`src/rtl/handshake_rr_arbiter.sv`:
```
// ---------------------------------------------------------------------------
// handshake_rr_arbiter
//
// Shares one ready/valid operand port of a downstream datapath among three
// upstream requesters. Each cycle in which the output register may be loaded,
// one valid requester is chosen round-robin. Its operand pair is captured into
// a single output register. That register is then offered downstream, tagged
// with the index of the requester it came from, so the response can be routed
// back to that requester.
//
// Ports:
//   CLK            clock, all state changes on the rising edge
//   RESET          synchronous, active-high reset
//   req_i_valid    requester i offers an operand pair        (i = 0..2)
//   req_i_ready    requester i's operands are taken this cycle
//   req_i_in1/in2  requester i operand pair, WIDTH bits each
//   dut_valid      output register holds operands
//   dut_ready      downstream accepts the held operands
//   dut_in1/in2    held operand pair
//   dut_src        index of the requester whose operands are held (0..2)
//   busy           output register is full (HOLD state)
// ---------------------------------------------------------------------------
module handshake_rr_arbiter #(
    parameter int WIDTH = 5,
    parameter int N_REQ = 3
) (
    input  logic             CLK,
    input  logic             RESET,
    input  logic             req_0_valid,
    output logic             req_0_ready,
    input  logic [WIDTH-1:0] req_0_in1,
    input  logic [WIDTH-1:0] req_0_in2,
    input  logic             req_1_valid,
    output logic             req_1_ready,
    input  logic [WIDTH-1:0] req_1_in1,
    input  logic [WIDTH-1:0] req_1_in2,
    input  logic             req_2_valid,
    output logic             req_2_ready,
    input  logic [WIDTH-1:0] req_2_in1,
    input  logic [WIDTH-1:0] req_2_in2,
    output logic             dut_valid,
    input  logic             dut_ready,
    output logic [WIDTH-1:0] dut_in1,
    output logic [WIDTH-1:0] dut_in2,
    output logic [1:0]       dut_src,
    output logic             busy
);

    // The search order and port list are written out for exactly three
    // requesters, so any other count must be rejected at elaboration.
    generate
        if (N_REQ != 3) begin : g_bad_n_req
            $error("handshake_rr_arbiter supports exactly three requesters");
        end
    endgenerate

    localparam logic [0:0] ST_IDLE = 1'b0;
    localparam logic [0:0] ST_HOLD = 1'b1;

    logic [0:0]       state_q, state_d;
    logic [1:0]       ptr_q, ptr_d;
    logic [WIDTH-1:0] in1_q, in1_d;
    logic [WIDTH-1:0] in2_q, in2_d;
    logic [1:0]       src_q, src_d;

    logic [2:0]       valid_vec;
    logic             accept_en;
    logic             grant_any;
    logic [1:0]       win_idx;
    logic [2:0]       ready_vec;
    logic [WIDTH-1:0] sel_in1;
    logic [WIDTH-1:0] sel_in2;

    assign valid_vec = {req_2_valid, req_1_valid, req_0_valid};

    // Round-robin search starting at ptr. ptr never holds 3, but the default
    // branch maps it onto the ptr==0 order so the logic stays fully defined.
    always_comb begin
        win_idx   = 2'd0;
        grant_any = |valid_vec;
        case (ptr_q)
            2'd1: begin
                if      (valid_vec[1]) win_idx = 2'd1;
                else if (valid_vec[2]) win_idx = 2'd2;
                else                   win_idx = 2'd0;
            end
            2'd2: begin
                if      (valid_vec[2]) win_idx = 2'd2;
                else if (valid_vec[0]) win_idx = 2'd0;
                else                   win_idx = 2'd1;
            end
            default: begin
                if      (valid_vec[0]) win_idx = 2'd0;
                else if (valid_vec[1]) win_idx = 2'd1;
                else                   win_idx = 2'd2;
            end
        endcase
    end

    // The register can take new operands when it is empty, or when its
    // current contents leave downstream in this same cycle. Ready is
    // suppressed during reset, because a reset edge discards any capture.
    always_comb begin
        accept_en = (state_q == ST_IDLE) || dut_ready;
        ready_vec = 3'b000;
        if (accept_en && grant_any && !RESET) begin
            ready_vec[win_idx] = 1'b1;
        end
    end

    // Operand mux for the winning requester.
    always_comb begin
        case (win_idx)
            2'd1:    begin sel_in1 = req_1_in1; sel_in2 = req_1_in2; end
            2'd2:    begin sel_in1 = req_2_in1; sel_in2 = req_2_in2; end
            default: begin sel_in1 = req_0_in1; sel_in2 = req_0_in2; end
        endcase
    end

    // Next-state logic. An upstream capture has priority over emptying the
    // register: when both happen in one cycle, the state stays in HOLD with
    // new data. This is what allows one transfer per cycle.
    always_comb begin
        state_d = state_q;
        ptr_d   = ptr_q;
        in1_d   = in1_q;
        in2_d   = in2_q;
        src_d   = src_q;
        if (accept_en && grant_any) begin
            state_d = ST_HOLD;
            in1_d   = sel_in1;
            in2_d   = sel_in2;
            src_d   = win_idx;
            ptr_d   = (win_idx == 2'd2) ? 2'd0 : win_idx + 2'd1;
        end else if (state_q == ST_HOLD && dut_ready) begin
            state_d = ST_IDLE;
        end
    end

    // State registers. Reset empties the register and clears the held data.
    always_ff @(posedge CLK) begin
        if (RESET) begin
            state_q <= ST_IDLE;
            ptr_q   <= 2'd0;
            in1_q   <= '0;
            in2_q   <= '0;
            src_q   <= 2'd0;
        end else begin
            state_q <= state_d;
            ptr_q   <= ptr_d;
            in1_q   <= in1_d;
            in2_q   <= in2_d;
            src_q   <= src_d;
        end
    end

    assign req_0_ready = ready_vec[0];
    assign req_1_ready = ready_vec[1];
    assign req_2_ready = ready_vec[2];
    assign dut_valid   = (state_q == ST_HOLD);
    assign busy        = (state_q == ST_HOLD);
    assign dut_in1     = in1_q;
    assign dut_in2     = in2_q;
    assign dut_src     = src_q;

endmodule

```
`config.mk`:
```
export PLATFORM = sky130hd
export DESIGN_NAME = handshake_rr_arbiter
export DESIGN_NICKNAME = d
export VERILOG_FILES = /design/src/rtl/handshake_rr_arbiter.sv
export SDC_FILE = /design/constraint.sdc
export NUM_CORES = 1
export LEC_CHECK = 0
export CAP_MARGIN = 20
export CORE_ASPECT_RATIO = 1.25
export CORE_MARGIN = 1.5
export CORE_UTILIZATION = 38
export CTS_CLUSTER_DIAMETER = 50
export DETAILED_ROUTE_END_ITERATION = 12
export HOLD_SLACK_MARGIN = 0.08
export PLACE_DENSITY = 0.88
export SLEW_MARGIN = 0
export SYNTH_ARGS = -nofsm -noshare
export SYNTH_HDL_FRONTEND = slang
export SYNTH_SLANG_ARGS = --single-unit
```
`constraint.sdc`:
```
create_clock -name CLK -period 2.74 [get_ports CLK]
set_input_delay 0.548 -clock CLK [delete_from_list [all_inputs] [get_ports CLK]]
set_output_delay 0.548 -clock CLK [all_outputs]
set_load 0.05 [all_outputs]
```
==> results of run 1 <==
## metrics by stage
step / cell area [sq um] / setup WS [ps] / std cells / hold slack (ps) / utilization [%]
2_1_floorplan: 957 / 99.2 / 114 / 470 / -
3_5_place_dp: 1570 / -49.7 / 199 / 472 / 65.3
6_report: 1630 / 68.0 / 203 / 484 / 67.8
3_3_place_gp: 1570 / 43.8 / 199 / 473 / 65.3
4_1_cts: 1620 / -21.8 / 203 / 487 / 67.2
5_1_grt: 1630 / -3.77 / 203 / 510 / 67.8
## sequential cells by signal, indices dropped and copies added, names as in the netlist
signal / cells
ptr_q: 2
busy: 1
dut_src: 2
dut_in2: 5
dut_in1: 5
## routing by layer
layer | track usage [%] | share of wire [%] | vias to the layer above
met2 | 40.2 | 56 | 47
li1 | - | - | 518
met4 | 7.34 | 1.6 | 0
met3 | 6.10 | 6.5 | 7
met1 | 18.6 | 36 | 487
met5 | 0 | 0 | -
## kinds of logic (layout without fill, tap and decap cells)
| family | Yosys count | after routing |
|---|---|---|
| DFF | 15 | 15 |
| buffers and inverters | 11 | 67 |
| and+or+nand+nor | 40 | 40 |
| adders and majority gates | 7 | 7 |
| AOI/OAI and AO/OA | 41 | 41 |
## layout make-up
type,instances,area share (%)
Timing Repair Buffer,60,38.0
Tap cell,33,2.54
Sequential cell,15,18.5
Inverter,3,0.692
Clock buffer,4,1.61
Multi-Input combinational cell,88,38.6
## final timing paths
| kind | from | to | slack (ps) |
|---|---|---|---|
| max reg2reg | ptr_q[0] | dut_in2[0] | 350 |
| min | dut_in1[3] | dut_in1[3] | 480 |
| min reg2reg | dut_in1[3] | dut_in1[3] | 480 |
| max | ptr_q[0] | req_2_ready | 70 |
## synthesized netlist by cell type
master	instances
nor2b_1	3
nand2_1	2
nor3_4	1
ha_1	7
nor3_2	1
and2_1	4
nand3_1	2
a22oi_1	10
or3_1	1
clkbuf_1	2
a21oi_1	15
dfxtp_1	15
o21ai_0	3
a211oi_2	1
and4bb_1	1
a211oi_1	1
buf_2	5
nand2b_1	11
o2bb2ai_1	10
nor2_1	12
nor3b_1	1
and2b_2	1
inv_1	3
buf_4	1
a311oi_1	1
## worst max-delay path, delay by kind of cell, from the launching register on
| kind | cells | cell delay (ps) |
|---|---|---|
| AO/OA/AOI/OAI | 1 | 290 |
| adder cells (fa/ha/maj) | 2 | 470 |
| flip-flops | 1 | 350 |
| buffers and inverters | 3 | 300 |
| AND/OR/NAND/NOR | 2 | 420 |
## power by group through the flow
stage	combinational, mW	sequential [mW]	clock [mW]
6_report	0.401	0.264	0.129
5_1_grt	0.430	0.266	0.137
4_1_cts	0.401	0.264	0.133
3_5_place_dp	0.393	0.268	0
3_3_place_gp	0.383	0.268	0
2_1_floorplan	0.146	0.355	0
## repair_timing
| action | CTS | global route |
|---|---|---|
| resized for setup | 3 | 5 |
| setup buffers | 0 | 0 |
| endpoints found under the setup margin | 2 | 2 |
| pin swaps | 0 | 1 |
==> summary.txt, run 1 <==
Timing
  • Slew Limit Headroom: between 40% and 50%
  • Period utilisation layout: between 90% and 100%
  • F_max: 374 MHz
  • Post-layout minimum cycle time: between 2000 and 3000 ps
  • Fin. max-slew vios: 0
  • Setup-failing EPs final: 0
  • Final Hold Fails: 0
  • Worst Max-Slew Pin Slew: 790 ps
  • Setup Skew: 2.07 ps
  • Setup_tns: 0 ps

Setup path
  • Crit start category: flop
  • CP max FO: 5
  • Worst path slowest cell: dfxtp_2
  • Crit path required time: 2190 ps
  • Reg2Reg Depth: 9
  • Critical setup path kind: flop to output pin
  • Largest stage delay, worst path: 350 ps
  • WP data arrival: 2120 ps
  • Endpoint type of the worst setup path: output pin
  • Most numerous cell on the critical path: inv_1
  • Worst-path cell chain: inv_1, ha_4, and4bb_1, a211oi_4, inv_1, ha_1, and2_1, buf_12

Synth
  • Post-synth top area share: 31.4%
  • Post-Synthesis Cells: roughly 110
  • Synth Area in XOR/XNOR: 0%
  • Syn avg cell area: around 8.4 sq um
  • Complex-gate fraction of the synthesized area: 29.4%
  • Post-synthesis mux area share: 0%
  • Sequential area share after synthesis: 31.4%
  • #FFs+latches synth: 15
  • Warnings from Yosys: 0
  • Syn_nets: ~160
  • Post-synthesis cell area: about 960 sq um
  • Largest family of logic cells by synthesized area: compound AO/OA/AOI/OAI gates
  • Distinct cells, synth: 25
  • Synth area leader: dfxtp_1
  • Synth Area in Adders: 9.15%
  • Top cells by area, synth: dfxtp_1 31%, ha_1 9.2%, o2bb2ai_1 9.2%
  • Simple logic cell fraction of the synthesized area: 24.7%

Clock network
  • Clock slew at reported path FFs: 90 ps
  • CTS sink cnt: 15
  • Number of buffers created by CTS: 3
  • CTS tree: built
  • H-tree Lvls: 1
  • Hold Buf Count CTS: 0
  • Clk buf depth: 2
  • Root Buffer: clkbuf_4
  • Worst-Skew Late Latency: 290 ps

Final layout
  • Antenna cells: 0
  • Syn-to-layout area delta: 70.1%
  • Share of cells above drive strength 1: 12.4%
  • Multi-input gate area: 628 sq um
  • Final layout net count: 214
  • Most common cell after layout, fill and taps aside: clkdlybuf4s50_1
  • FILL cells: 209
  • Commonest cells after routing, fill and taps aside: 47 x clkdlybuf4s50_1, 15 x a21oi_1, 14 x dfxtp_1
  • Register Area: 302 sq um

Global route
  • Grt ovf: 0
  • Largest net degree at the start of global routing: 21
  • First-pass GRT wire length: 4.17 mm
  • GRT Util Overall: 20.7%
  • Vias in the first global route: roughly 1100
  • Initial antenna violation count: 0

Die
  • Core area: 0.00240 sq mm
  • Die ar.: between 0.002 and 0.003 sq mm
  • Cell Rows: 20
  • # IOs: between 50 and 60
  • Starting Density: 39.8%
  • Die height: between 50 and 60 um
  • Die width: 47.9 um

Route
  • Antenna viol nets, final: 0
  • DRT Pass-1 Iters: 4
  • Initial DRC count: 21
  • Avg WL per Cell: 13.6 um
  • # DRC: 0
  • DR vias: 1059
  • Routed wire length: 2.77 mm
  • Via density: 5.22

Power and ir drop
  • Switching Power: 0.313 mW
  • Max VDD drop: 0.306 mV
  • Comb pwr share: between 50% and 60%
  • Clock share of power: 16.3%
  • Cell-internal power: 0.481 mW
  • Final Power: 0.794 mW
  • Pwr/cell area: between 400 and 500 mW/mm^2
  • Flop pwr share: 33.2%
  • Sw Ratio: 39.4%
  • Pleak: around 0.62 nW

Placed design
  • Final RePlAce weighted congestion: 0.793
  • Port Buffers: 52
  • Post-DP HPWL: 2.22 mm

Worst hold path
  • Worst min path class: flop to flop
  • Hold path cells: 2

Run status
  • Status: finished clean

Job
  • Maxcap violations: 0
Note: power is estimated with default switching activity, not from simulation.
==> run 2, diff against run 1 <==
Settings changed: HOLD_SLACK_MARGIN 0.08 to default.
==> results of run 2 <==
The final DEF is identical to that of run 1; final timing and power are the same.
